File: src/rtl/inert_ctrl_if.sv
// ---------------------------------------------------------------------------
// inert_ctrl_if
// Command/response handshake between inert_ctrl and the SPI master.
//   wrt     : one-cycle pulse that starts an SPI transaction
//   cmd     : 16-bit word to shift out, held from wrt until done
//   done    : one-cycle pulse marking transaction complete
//   rd_data : 16-bit word shifted in, valid while done=1
// master = inert_ctrl side, slave = SPI master side.
// ---------------------------------------------------------------------------
interface inert_ctrl_if;
  logic        wrt;
  logic [15:0] cmd;
  logic        done;
  logic [15:0] rd_data;

  modport master (output wrt, output cmd, input done, input rd_data);
  modport slave  (input wrt, input cmd, output done, output rd_data);
endinterface

File: src/rtl/inert_ctrl.sv
// ---------------------------------------------------------------------------
// inert_ctrl
// Inertial sensor controller. After reset it waits INIT_CYCLES, writes four
// configuration registers, then on each (synchronized) data-ready interrupt
// reads six angle-rate bytes and publishes pitch/roll/yaw atomically.
// Ports:
//   clk, rst          : clock, synchronous active-high reset
//   INT               : asynchronous data-ready interrupt from the sensor
//   spi (master)      : wrt/cmd out, done/rd_data in
//   ptch, roll, yaw   : latest signed angle-rate samples
//   vld               : one-cycle pulse when ptch/roll/yaw were updated
//   init_done         : level, high once configuration has been written
// ---------------------------------------------------------------------------
module inert_ctrl #(
  parameter logic [15:0] INIT_CYCLES = 16'hFFFF
) (
  input  logic                clk,
  input  logic                rst,
  input  logic                INT,
  inert_ctrl_if.master        spi,
  output logic [15:0]         ptch,
  output logic [15:0]         roll,
  output logic [15:0]         yaw,
  output logic                vld,
  output logic                init_done
);

  typedef enum logic [2:0] {
    INIT_WAIT,
    CFG_WRT,
    CFG_WAIT,
    IDLE,
    RD_WRT,
    RD_WAIT,
    VLD
  } state_t;

  state_t           state_q, state_d;
  logic [15:0]      cnt_q, cnt_d;
  logic [1:0]       cfg_idx_q, cfg_idx_d;
  logic [2:0]       rd_idx_q, rd_idx_d;
  logic [5:0][7:0]  shadow_q, shadow_d;
  logic             wrt_q, wrt_d;
  logic [15:0]      cmd_q, cmd_d;
  logic             vld_q, vld_d;
  logic             init_done_q, init_done_d;
  logic [15:0]      ptch_q, ptch_d;
  logic [15:0]      roll_q, roll_d;
  logic [15:0]      yaw_q, yaw_d;
  logic             int_meta_q, int_sync_q;

  function automatic logic [15:0] cfg_word(input logic [1:0] idx);
    case (idx)
      2'd0:    cfg_word = 16'h0D02;  // INT pin on data ready
      2'd1:    cfg_word = 16'h1053;  // accel setup
      2'd2:    cfg_word = 16'h1150;  // gyro setup
      default: cfg_word = 16'h1460;  // rounding
    endcase
  endfunction

  // Reads walk registers 0x22..0x27 with the read bit set: pitch L/H, roll L/H, yaw L/H.
  function automatic logic [15:0] rd_word(input logic [2:0] idx);
    rd_word = {8'hA2 + {5'd0, idx}, 8'h00};
  endfunction

  // wrt and cmd are registered and launched on the edge that enters a *_WRT
  // state, so wrt is a clean one-cycle pulse that reset can never glitch.
  always_comb begin
    state_d     = state_q;
    cnt_d       = cnt_q;
    cfg_idx_d   = cfg_idx_q;
    rd_idx_d    = rd_idx_q;
    shadow_d    = shadow_q;
    wrt_d       = 1'b0;
    cmd_d       = cmd_q;
    vld_d       = 1'b0;
    init_done_d = init_done_q;
    ptch_d      = ptch_q;
    roll_d      = roll_q;
    yaw_d       = yaw_q;

    case (state_q)
      INIT_WAIT: begin
        if (cnt_q == INIT_CYCLES) begin
          state_d = CFG_WRT;
          wrt_d   = 1'b1;
          cmd_d   = cfg_word(cfg_idx_q);
        end else begin
          cnt_d = cnt_q + 16'd1;
        end
      end

      CFG_WRT: state_d = CFG_WAIT;

      CFG_WAIT: begin
        if (spi.done) begin
          cfg_idx_d = cfg_idx_q + 2'd1;
          if (cfg_idx_q == 2'd3) begin
            init_done_d = 1'b1;
            state_d     = IDLE;
          end else begin
            state_d = CFG_WRT;
            wrt_d   = 1'b1;
            cmd_d   = cfg_word(cfg_idx_q + 2'd1);
          end
        end
      end

      IDLE: begin
        if (int_sync_q) begin
          rd_idx_d = 3'd0;
          state_d  = RD_WRT;
          wrt_d    = 1'b1;
          cmd_d    = rd_word(3'd0);
        end
      end

      RD_WRT: state_d = RD_WAIT;

      RD_WAIT: begin
        if (spi.done) begin
          shadow_d[rd_idx_q] = spi.rd_data[7:0];
          if (rd_idx_q == 3'd5) begin
            // All three words load together from the completed shadow set
            // (including the byte arriving now), visible with vld in VLD.
            state_d = VLD;
            vld_d   = 1'b1;
            ptch_d  = {shadow_d[1], shadow_d[0]};
            roll_d  = {shadow_d[3], shadow_d[2]};
            yaw_d   = {shadow_d[5], shadow_d[4]};
          end else begin
            rd_idx_d = rd_idx_q + 3'd1;
            state_d  = RD_WRT;
            wrt_d    = 1'b1;
            cmd_d    = rd_word(rd_idx_q + 3'd1);
          end
        end
      end

      VLD: state_d = IDLE;

      default: state_d = INIT_WAIT;
    endcase
  end

  always_ff @(posedge clk) begin
    if (rst) begin
      state_q     <= INIT_WAIT;
      cnt_q       <= 16'd0;
      cfg_idx_q   <= 2'd0;
      rd_idx_q    <= 3'd0;
      shadow_q    <= '0;
      wrt_q       <= 1'b0;
      cmd_q       <= 16'h0000;
      vld_q       <= 1'b0;
      init_done_q <= 1'b0;
      ptch_q      <= 16'h0000;
      roll_q      <= 16'h0000;
      yaw_q       <= 16'h0000;
      int_meta_q  <= 1'b0;
      int_sync_q  <= 1'b0;
    end else begin
      state_q     <= state_d;
      cnt_q       <= cnt_d;
      cfg_idx_q   <= cfg_idx_d;
      rd_idx_q    <= rd_idx_d;
      shadow_q    <= shadow_d;
      wrt_q       <= wrt_d;
      cmd_q       <= cmd_d;
      vld_q       <= vld_d;
      init_done_q <= init_done_d;
      ptch_q      <= ptch_d;
      roll_q      <= roll_d;
      yaw_q       <= yaw_d;
      int_meta_q  <= INT;
      int_sync_q  <= int_meta_q;
    end
  end

  assign spi.wrt   = wrt_q;
  assign spi.cmd   = cmd_q;
  assign ptch      = ptch_q;
  assign roll      = roll_q;
  assign yaw       = yaw_q;
  assign vld       = vld_q;
  assign init_done = init_done_q;

endmodule

File: src/flat_wrapper.sv
// flat-port wrapper written by rule: the top's interface ports become plain ports
module inert_ctrl_flat 
#(
  parameter logic [15:0] INIT_CYCLES = 16'hFFFF
)
  (clk, rst, INT, ptch, roll, yaw, vld, init_done, spi_wrt, spi_cmd, spi_done, spi_rd_data);
  inert_ctrl_if spi_i ();
  input  logic clk;
  input  logic rst;
  input  logic INT;
  output logic [15:0] ptch;
  output logic [15:0] roll;
  output logic [15:0] yaw;
  output logic vld;
  output logic init_done;
  output wire logic [$bits(spi_i.wrt)-1:0] spi_wrt;
  output wire logic [$bits(spi_i.cmd)-1:0] spi_cmd;
  input wire logic [$bits(spi_i.done)-1:0] spi_done;
  input wire logic [$bits(spi_i.rd_data)-1:0] spi_rd_data;
  assign spi_wrt = spi_i.wrt;
  assign spi_cmd = spi_i.cmd;
  assign spi_i.done = spi_done;
  assign spi_i.rd_data = spi_rd_data;
  inert_ctrl #(.INIT_CYCLES(INIT_CYCLES)) u_core (.clk(clk), .rst(rst), .INT(INT), .spi(spi_i), .ptch(ptch), .roll(roll), .yaw(yaw), .vld(vld), .init_done(init_done));
endmodule
File: config.mk
export PLATFORM = sky130hd
export DESIGN_NAME = inert_ctrl_flat
export DESIGN_NICKNAME = d
export VERILOG_FILES = /design/src/rtl/inert_ctrl_if.sv /design/src/rtl/inert_ctrl.sv /design/src/flat_wrapper.sv
export SDC_FILE = /design/constraint.sdc
export NUM_CORES = 1
export LEC_CHECK = 0
export ABC_CLOCK_PERIOD_IN_PS = 4700
export BUFFER_PORTS_ARGS = -buffer_cell sky130_fd_sc_hd__buf_2
export CAP_MARGIN = 5
export CORE_MARGIN = 3
export CORE_UTILIZATION = 46
export DETAILED_ROUTE_END_ITERATION = 12
export PLACE_DENSITY = 0.66
export REMOVE_ABC_BUFFERS = 1
export SYNTH_ARGS = -nofsm -noshare
export SYNTH_HDL_FRONTEND = slang
export SYNTH_SLANG_ARGS = --single-unit
File: constraint.sdc
create_clock -name clk -period 4.7 [get_ports clk]
set_input_delay 0.47 -clock clk [delete_from_list [all_inputs] [get_ports clk]]
set_output_delay 0.47 -clock clk [all_outputs]
set_load 0.03 [all_outputs]
======== Word level (Yosys, flattened, before mapping) ========
Index checks and enable logic that the tools add are counted.
word-level totals
  bits in registers ....................... 141
  bits of input ports ..................... 20
  output and inout bits ................... 67
  logic and storage cells ................. 93
cells by class
  add/sub/neg operators ................... 4
  $lt $le $gt $ge ......................... 2
  equality and inequality tests ........... 19
  muxes and demuxes ....................... 31
  bitwise operators ....................... 3
  reduce and logical (&&, ||, !) cells .... 15
operator list
  operator                 number
  $mux W16                 6
  $pmux W13 S3             2
  $pmux W16 S4             1
  $bwmux W48               1
  $demux W8 S3             1
  $mux W3                  7
  $pmux W3 S7              1
  $add A16 B1 Y16 const B  1
  $eq A16 B16 Y1 const B   1
  $eq A3 B3 Y1 const B     4
  $add A8 B3 Y8 const A    1
  $mux W8                  1
  $ne A2 B2 Y1 const B     4
  $reduce_and A4 Y1        2
  $mux W1                  7
  $reduce_and A7 Y1        1
  $eq A2 B2 Y1 const B     3
  $eq A3 B2 Y1 const B     2
  $pmux W3 S2              1
  $reduce_and A2 Y1        3
  $reduce_and A3 Y1        2
  $eq A2 B1 Y1 const B     2
  $logic_not A2 Y1         2
  $lt A3 B4 Y1 const B     1
  13 further kinds         17

======== Depth between registers and ports, before layout ========
Gate-level depths: netlist of the first run.
  depth after elaboration ................. 6
  gate-level depth with buffers ........... 8
  gate-level depth less buffers ........... 8

======== Worst setup path after synthesis of the first run ========
OpenSTA, ideal clock, no wires.
  kind .................................... flip-flop to flip-flop
  from .................................... register u_core.cnt_q[0]
  to ...................................... register u_core.cmd_q[5], in the netlist u_core.spi.cmd[5]
  data arrival time ....................... 1.832 ns
  slack ................................... 2.780 ns
  cell stages (with the launch flop) ...... 8
  period minus slack after synthesis ...... 1.920 ns
  cells stage by stage .................... dfxtp_1 ha_1 nand4_2 nor4_4 or2_4 buf_8 a21oi_2 a311oi_2
between the ends
  cells in the longest elaborated chain, start to end .. 3
RTL lines
  element                      RTL line           text
  from (decl)                  inert_ctrl.sv:39   logic [15:0] cnt_q, cnt_d;
  from (signal assigned)       inert_ctrl.sv:164  cnt_q <= cnt_d;
  $eq A16 B16 Y1               inert_ctrl.sv:84   if (cnt_q == INIT_CYCLES) begin
  $ne A2 B1 Y1 (no line)       n/a
  $reduce_and A7 Y1 (no line)  n/a
  to (signal assigned)         inert_ctrl.sv:169  cmd_q <= cmd_d;
  to (decl)                    inert_ctrl.sv:44   logic [15:0] cmd_q, cmd_d;
No other way between the ends.
A chain may end at the register's enable or synchronous reset.

======== Final worst setup path of the first run ========
  from .................................... register u_core.state_q[0]
  to ...................................... register u_core.roll_q[4], in the netlist u_core.roll[4]
between the ends
  cells in the longest elaborated chain, start to end .. 2
RTL lines
  element                      RTL line           text
  from (decl)                  inert_ctrl.sv:38   state_t state_q, state_d;
  from (signal assigned)       inert_ctrl.sv:163  state_q <= state_d;
  $eq A3 B3 Y1                 inert_ctrl.sv:82   case (state_q)
  $reduce_and A3 Y1 (no line)  n/a
  to (signal assigned)         inert_ctrl.sv:173  roll_q <= roll_d;
  to (decl)                    inert_ctrl.sv:48   logic [15:0] roll_q, roll_d;
No other way between the ends.

==> flow_summary.ini, run 1 <==
[sta]
max_freq_mhz = 303.5
timing.slew.headroom = 0.4190
fin_crit_ns = 3.295
hold_viol = 0
slew_viol_final = 0
worst_slew_pin_slew_ns = 0.8714
finalSetupViolations = 0
clock_skew_ns = 0.01092
setup_tns_ns = 0
hold_ws_ns = 0.2612
fin_crit_sh = 0.7010
rsz0062_at_grt = no

[critical_path]
end_kind = register
cpMaxStageDelayCell = nor2_4
path_max_fanout = 38
worstPathArrival_ns = 3.62
worstPathCellList = and3b_1 > nand2_1 > nor2_4 > buf_4 > nor2_1 > a211oi_1
path_buf_inv = 1
cp.depth = 6
r2r.worst_path.cells = 6
crit_required_ns = 5.03
worstSetupPathType = reg -> reg
max_stage_delay_ns = 0.82
startpoint_type = register
critPathTopFamily = simple AND/OR/NAND/NOR gates

[global_route]
grt_overflow = 0
grt_pass1_vias = 4555
use_met1 = 0.2568
use_met2 = 0.3091
antenna_found_initial = 0
grt_first_pass_wirelength_um = 22750
track_usage = 0.1951
busiest_layer = met2
grt_max_degree = 82
globalRouteMet3Util = 0.04818

[layout]
final_cell_mix = dfxtp_1, nor2_1, mux2i_1
utilization = 0.5472
n_antenna_cell = 0
finalNonFillerCells = 888
fin_area_um2 = 6989
final_common_cell = dfxtp_1
syn_to_final_growth_pct = 15.34
layout-drive-gt1-share = 0.1704
layout.nets = 733

[worst_hold_path]
hold_class = in -> reg
holdPathStages = 2

[detailed_routing]
postRouteAntennaNets = 0
drt-initial-drc-count = 323
drt_first_pass_iters = 5
routed_via_density = 5.396
routed_wl_um = 13760
drc = 0
wl_per_cell_um = 15.50
vias = 4792

[die]
dieWidth_um = 120.8
core_area_um2 = 12770
io_pins = 87
initial_core_util = 0.4744
die_height_um = 120.8
rows = 41
dieArea_um2 = 14590

[place]
dp_hpwl_um = 8732
dpl.cell_count = 856
place_area_um2 = 6387
place_congestion = 0.8596
port_buffers = 74

[clock_network]
ctsHoldBuffers = 0
cts_buffers = 17
cts_tree = built
htreeDepth = 4
cts-root-buf = clkbuf_16
clock_sinks = 135
clockBufferDepth = 2
cts.clk_slew.worst_paths_ns = 0.06
insertion_delay_ns = 0.42
cts-resized-gates = 0
cts_setup_buffers = 0

[power_and_ir_drop]
powerDensity_nw_per_um2 = 363.9
leakagePower_nw = 2.725
ir_drop_mv = 0.2527

[logic_synthesis]
synthFlopType = dfxtp_1
yosysTopAreaCellShare = 0.4460
netlist_area_um2 = 6060
synth_area_leaders = dfxtp_1, mux2i_1, nor2_1, a211oi_1, a21oi_1
ys_ff_latch = 135
ys_seq_area_frac = 0.4460
synth-async-reset-ratio = 0
ys_warn_count = 0
yosys.area.top_type = dfxtp_1
synth_cells = 664
synth_edf_count = 0
synth.distinct_cells = 55
synth_area_per_cell_um2 = 9.126

[outcome]
status = completed

[job]
maxCapViolCount = 0
kinds of logic after synthesis:
logic type	Yosys count	share of synthesized area
flip-flops	135	0.4460
buffers and inverters	73	0.06029
adder cells (fa/ha/maj)	10	0.02065
other	1	0.0006189
AND/OR/NAND/NOR	213	0.1670
multiplexers	83	0.1371
AO/OA/AOI/OAI	134	0.1466
XOR/XNOR	15	0.02168
layout make-up:
class                           count  area (um^2)
Fill cell                        1135         5784
Multi-Input combinational cell    459         3010
Sequential cell                   135         2703
Clock buffer                       22        484.2
Timing Repair Buffer               81        425.4
Tap cell                          172        215.2
Clock inverter                     10        117.6
Inverter                            9        33.78
cells in the mapped netlist (all sizes together), types with 10 or more instances:
library cell,count
a211oi,49
a21oi,35
buf,35
clkbuf,29
dfxtp,135
ha,10
mux2i,83
nand2,33
nand3,13
nor2,105
nor3,18
o21ai,27
metrics by stage:
stage	worst slack, ns	total power, mW
global placement	1.529	1.236
CTS	1.388	2.567
finish	1.405	2.543
global route	1.018	2.625
floorplan	0.01575	1.195
detailed placement	1.421	1.238
power by group:
part / switching, mW / leakage [nW] / internal (mW) / total [mW]
clock: 0.493 / 0.285 / 0.837 / 1.33
combinational: 0.0479 / 1.35 / 0.0129 / 0.0608
sequential: 0.00434 / 1.09 / 1.15 / 1.15
routing by layer:
layer / part of all wire / wire, um
met1: 0.48 / 6618
met5: 0 / 0
met3: 0.036 / 494
met4: 0.016 / 227
met2: 0.47 / 6421
sequential cells by signal (all words and copies together) (netlist names), 3 cells and up:
name,cells
u_core.yaw,16
u_core.shadow_q,48
u_core.cnt_q,16
u_core.roll,16
u_core.state_q,3
u_core.rd_idx_q,3
u_core.spi.cmd,10
u_core.ptch,16
path summary, 6_finish.rpt:
check	start	to	slack (ns)
min	INT	u_core.int_meta_q	0.26
max	u_core.state_q[0]	u_core.roll[4]	1.41
max reg2reg	u_core.state_q[0]	u_core.roll[4]	1.41
min reg2reg	u_core.int_meta_q	u_core.int_sync_q	0.44
No activity file was read; power rests on OpenSTA's default activity.
==> run 2: changes to the inputs <==
- ABC_CLOCK_PERIOD_IN_PS: 4700 -> 3050
- clock period: 4.7 -> 3.05 ns (I/O delays scaled with it)
==> flow_summary.ini, run 2 (synthesized netlist as in run 1, its figures left out) <==
[critical_path]
rr_startpoint = u_core.state_q[0]
cpMaxStageDelayCell = dfxtp_1
path_buf_inv = 1
worstPathArrival_ns = 2.66
critPathTopFamily = simple AND/OR/NAND/NOR gates
r2r_end = u_core.yaw[14]
end_kind = register
crit_required_ns = 3.37
r2r_setup_slack_ns = 0.70
worstPathCellList = and3b_1 > nand2_1 > nor2_4 > buf_4 > nor2_1 > a211oi_1
worstSetupPathType = reg -> reg
path_max_fanout = 54
startpoint_type = register
r2r.worst_path.cells = 6
max_stage_delay_ns = 0.70

[worst_hold_path]
min_to = u_core.int_meta_q
hp-start = INT
hold_class = in -> reg
holdPathStages = 2

[detailed_routing]
vias = 4839
routed_via_density = 5.437
postRouteAntennaNets = 0
wl_per_cell_um = 15.44
drt_first_pass_iters = 5
routed_wl_um = 13740
drt-initial-drc-count = 390
drc = 0

[die]
dieWidth_um = 120.8
rows = 41
dieArea_um2 = 14590
core_area_um2 = 12770
die_height_um = 120.8
initial_core_util = 0.4744
io_pins = 87

[clock_network]
cts.clk_slew.worst_paths_ns = 0.06
cts_tree = built
ctsHoldBuffers = 0
clockBufferDepth = 2
cts-resized-gates = 0
clock_sinks = 135
insertion_delay_ns = 0.41
cts-root-buf = clkbuf_16
htreeDepth = 4
cts_buffers = 17
cts_setup_buffers = 0

[global_route]
grt_pass1_vias = 4676
grt_first_pass_wirelength_um = 22780
grt_overflow = 0
track_usage = 0.1948
grt_max_degree = 87
antenna_found_initial = 0

[job]
maxCapViolCount = 0

[layout]
layout-drive-gt1-share = 0.1741
syn_to_final_growth_pct = 15.49
utilization = 0.5479
top_register = u_core.shadow_q
largest_register_ffs = 48
multi_input_comb_area_um2 = 3010
final_cell_mix = dfxtp_1, nor2_1, mux2i_1
seq_area_um2 = 2703
nFillCells = 1161
final_common_cell = dfxtp_1
n_antenna_cell = 0
layout.nets = 735

[sta]
timing.slew.headroom = 0.4774
rsz0062_at_grt = no
hold_ws_ns = 0.1007
setup_tns_ns = 0
worst_slew_pin_slew_ns = 0.7815
max_freq_mhz = 426.4
slew_viol_final = 0
hold_viol = 0
clock_skew_ns = 0.007879
finalSetupViolations = 0
fin_crit_ns = 2.345
fin_crit_sh = 0.7690

[place]
dp_hpwl_um = 8832
port_buffers = 74
place_congestion = 0.8590

[power_and_ir_drop]
ir_drop_mv = 0.5817
powerDensity_nw_per_um2 = 550.4
leakagePower_nw = 2.726

[outcome]
status = completed
run 2: changes by cell type in the layout (fill, tap and decap cells not counted):
| cell | delta |
|---|---|
| buf_12 | +1 |
| inv_6 | +2 |
| clkbuf_8 | -1 |
| buf_4 | +1 |
| clkbuf_1 | -1 |
| clkinv_2 | -1 |
| clkinvlp_4 | +1 |
| bufinv_16 | -1 |
| clkinv_4 | +1 |
run 2: per-stage QoR:
| step | instances | area [um^2] | setup slack, ns | total power, mW |
|---|---|---|---|---|
| after floorplan | 603 | 5739 | -1.634 | 1.842 |
| after detailed placement | 858 | 6415 | 0.7200 | 1.909 |
| after CTS | 890 | 6998 | 0.6919 | 3.887 |
| after global routing | 890 | 6998 | 0.3914 | 3.984 |
| final | 890 | 6998 | 0.7047 | 3.852 |
| after global placement | 858 | 6415 | 0.8482 | 1.907 |
run 2: layer usage:
metal	global-route usage	routed length (um)	up-vias
met2	0.3116	6466	120
met4	0.07082	234	0
met1	0.2525	6438	2287
met3	0.05332	599	22
li1	-	-	2410
met5	0	0	-
run 2: report_power, final:
part | switching [mW] | total (mW) | internal (mW)
clock network | 0.787 | 1.98 | 1.19
registers | 0.00684 | 1.78 | 1.77
logic | 0.0735 | 0.0952 | 0.0217
total | 0.867 | 3.85 | 2.98
run 2: final cells by class:
class,count,share of cell area
clock buffers,20,0.06669
clock inverters,12,0.01663
inverters,9,0.004827
multi-input cells,459,0.4302
flip-flops and latches,135,0.3862
well taps,172,0.03075
repair buffers,83,0.06472
run 2: worst max path at each step:
| stage | startpoint | to | cells past startpoint |
|---|---|---|---|
| after global routing | u_core.state_q[0] | u_core.yaw[14] | 6 |
| after floorplan | u_core.state_q[0] | u_core.ptch[0] | 4 |
| after CTS | u_core.state_q[0] | u_core.yaw[14] | 6 |
| after detailed placement | u_core.state_q[0] | u_core.yaw[6] | 6 |
| final | u_core.state_q[0] | u_core.yaw[14] | 6 |
| after global placement | u_core.state_q[0] | u_core.yaw[15] | 6 |
run 2: worst reg2reg max path: stages (launching register included):
cell      delay (ns)
dfxtp_1         0.70
and3b_1         0.43
nand2_1         0.17
nor2_4          0.13
buf_4           0.45
nor2_1          0.11
a211oi_1        0.26
==> run 3: changes to the inputs <==
- ABC_CLOCK_PERIOD_IN_PS: 3050 -> 2200
- clock period: 3.05 -> 2.2 ns (I/O delays scaled with it)
==> flow_summary.ini, run 3 (synthesized netlist as in run 1, its figures left out) <==
[sta]
fin_crit_ns = 2.014
hold_ws_ns = 0.02752
worst_slew_pin_slew_ns = 0.7116
rsz0062_at_grt = no
hold_viol = 0
worst_slack_ns = 0.1863
clock_skew_ns = 0.01041
finalSetupViolations = 0
timing.slew.headroom = 0.5238
max_freq_mhz = 496.6
slew_viol_final = 0
fin_crit_sh = 0.9153

[clock_network]
cts_setup_buffers = 0
cts-root-buf = clkbuf_16
cts_tree = built
clock_sinks = 135
clockBufferDepth = 2
cts_buffers = 17
insertion_delay_ns = 0.41
ctsHoldBuffers = 0
cts-resized-gates = 0
cts.clk_slew.worst_paths_ns = 0.06
htreeDepth = 4

[power_and_ir_drop]
clock_power_share = 0.505
p_int_mw = 4.077
switchingPower_mw = 1.172
combPwrFrac = 0.026
leakagePower_nw = 2.800
ir_drop_mv = 0.4906
pwr-share-seq = 0.469
p_sw_frac = 0.2232
finalPower_mw = 5.249
powerDensity_nw_per_um2 = 739.9

[critical_path]
worstSetupPathType = reg -> reg
r2r_end = u_core.roll[14]
worstPathCellList = and3b_1 > nand2_1 > nor2_4 > buf_12 > nor2_1 > a211oi_1
path_max_fanout = 52
r2r_setup_slack_ns = 0.19
max_stage_delay_ns = 0.52
startpoint_type = register
rr_startpoint = u_core.state_q[2]
worstPathArrival_ns = 2.32
r2r.worst_path.cells = 6
crit_required_ns = 2.51
cpMaxStageDelayCell = dfxtp_1
end_kind = register

[die]
initial_core_util = 0.4744
dieArea_um2 = 14590
io_pins = 87
rows = 41
dieWidth_um = 120.8
die_height_um = 120.8
core_area_um2 = 12770

[place]
dpl.cell_count = 870
port_buffers = 74
post-place-ws_ns = 0.1917
place_congestion = 0.8600
dp_hpwl_um = 8954

[global_route]
grt_overflow = 0
grt_first_pass_wirelength_um = 22870
antenna_found_initial = 0
grt_pass1_vias = 4694
grt_max_degree = 66
track_usage = 0.1950

[detailed_routing]
postRouteAntennaNets = 0
routed_wl_um = 13550
wl_per_cell_um = 15.02
drt_first_pass_iters = 7
routed_via_density = 5.426
vias = 4894
drt-initial-drc-count = 343
drc = 0

[layout]
final_common_cell = dfxtp_1
syn_to_final_growth_pct = 17.08
layout.nets = 747
largest_register_ffs = 48
utilization = 0.5554
finalNonFillerCells = 902
top_register = u_core.shadow_q
layout-drive-gt1-share = 0.1890
n_antenna_cell = 0
final_cell_mix = dfxtp_1, nor2_1, mux2i_1

[outcome]
status = completed

[worst_hold_path]
hp-start = INT
min_to = u_core.int_meta_q
hold_class = in -> reg
holdPathStages = 2

[job]
maxCapViolCount = 0
==> run 3: cell count changes in the layout (fill, tap and decap cells not counted) <==
| cell | previous run | this run |
|---|---|---|
| clkbuf_1 | 0 | 1 |
| clkinv_2 | 1 | 4 |
| inv_6 | 3 | 4 |
| dfxtp_1 | 135 | 134 |
| buf_12 | 1 | 3 |
| buf_4 | 9 | 19 |
| o21a_1 | 1 | 0 |
| clkbuf_8 | 3 | 1 |
| clkinvlp_4 | 5 | 1 |
| clkinv_4 | 2 | 3 |
| dfxtp_2 | 0 | 1 |
| o21a_2 | 0 | 1 |
==> run 3: stage by stage <==
| step | TNS, ns | cell area (um^2) |
|---|---|---|
| 6_report | 0 | 7094 |
| 3_5_place_dp | 0 | 6530 |
| 4_1_cts | 0 | 7092 |
| 5_1_grt | 0 | 7094 |
| 2_1_floorplan | -123.44 | 5739 |
| 3_3_place_gp | 0 | 6530 |
==> run 3: cell type report <==
| type | instances | area [um^2] |
|---|---|---|
| fillers | 1164 | 5679 |
| multi-input cells | 459 | 3012 |
| flip-flops and latches | 135 | 2704 |
| repair buffers | 95 | 568.0 |
| clock buffers | 19 | 442.9 |
| well taps | 172 | 215.2 |
| clock inverters | 13 | 118.9 |
| inverters | 9 | 33.78 |
==> run 3: power groups by stage <==
stage	sequential (mW)	combinational, mW	clock (mW)
CTS	2.46	0.134	2.71
detailed placement	2.52	0.134	0
global route	2.46	0.148	2.84
global placement	2.52	0.129	0
finish	2.46	0.134	2.65
floorplan	2.52	0.0379	0
==> run 3: worst max-delay path by stage <==
stage	startpoint	endpoint	slack, ns
finish	u_core.state_q[2]	u_core.roll[14]	0.19
global route	u_core.cnt_q[0]	u_core.spi.cmd[12]	0.03
CTS	u_core.state_q[2]	u_core.roll[14]	0.16
detailed placement	u_core.state_q[1]	u_core.spi.cmd[0]	0.19
global placement	u_core.state_q[1]	u_core.spi.cmd[4]	0.29
floorplan	u_core.state_q[0]	u_core.ptch[0]	-2.48
==> run 3: worst max-delay path: cells and delay by family (launching register included) <==
kind	cells	cell delay (ns)
AO/OA/AOI/OAI	1	0.25
AND/OR/NAND/NOR	4	0.88
buffers and inverters	1	0.25
flip-flops	1	0.52
==> run 3: layer usage <==
layer / wire length, um / GRT usage / part of all wire / up-vias
met5: 0 / 0 / 0 / -
met4: 141 / 0.05524 / 0.010 / 0
met3: 681 / 0.05659 / 0.050 / 12
met2: 6428 / 0.3147 / 0.47 / 121
met1: 6299 / 0.2552 / 0.46 / 2314
li1: - / - / - / 2447
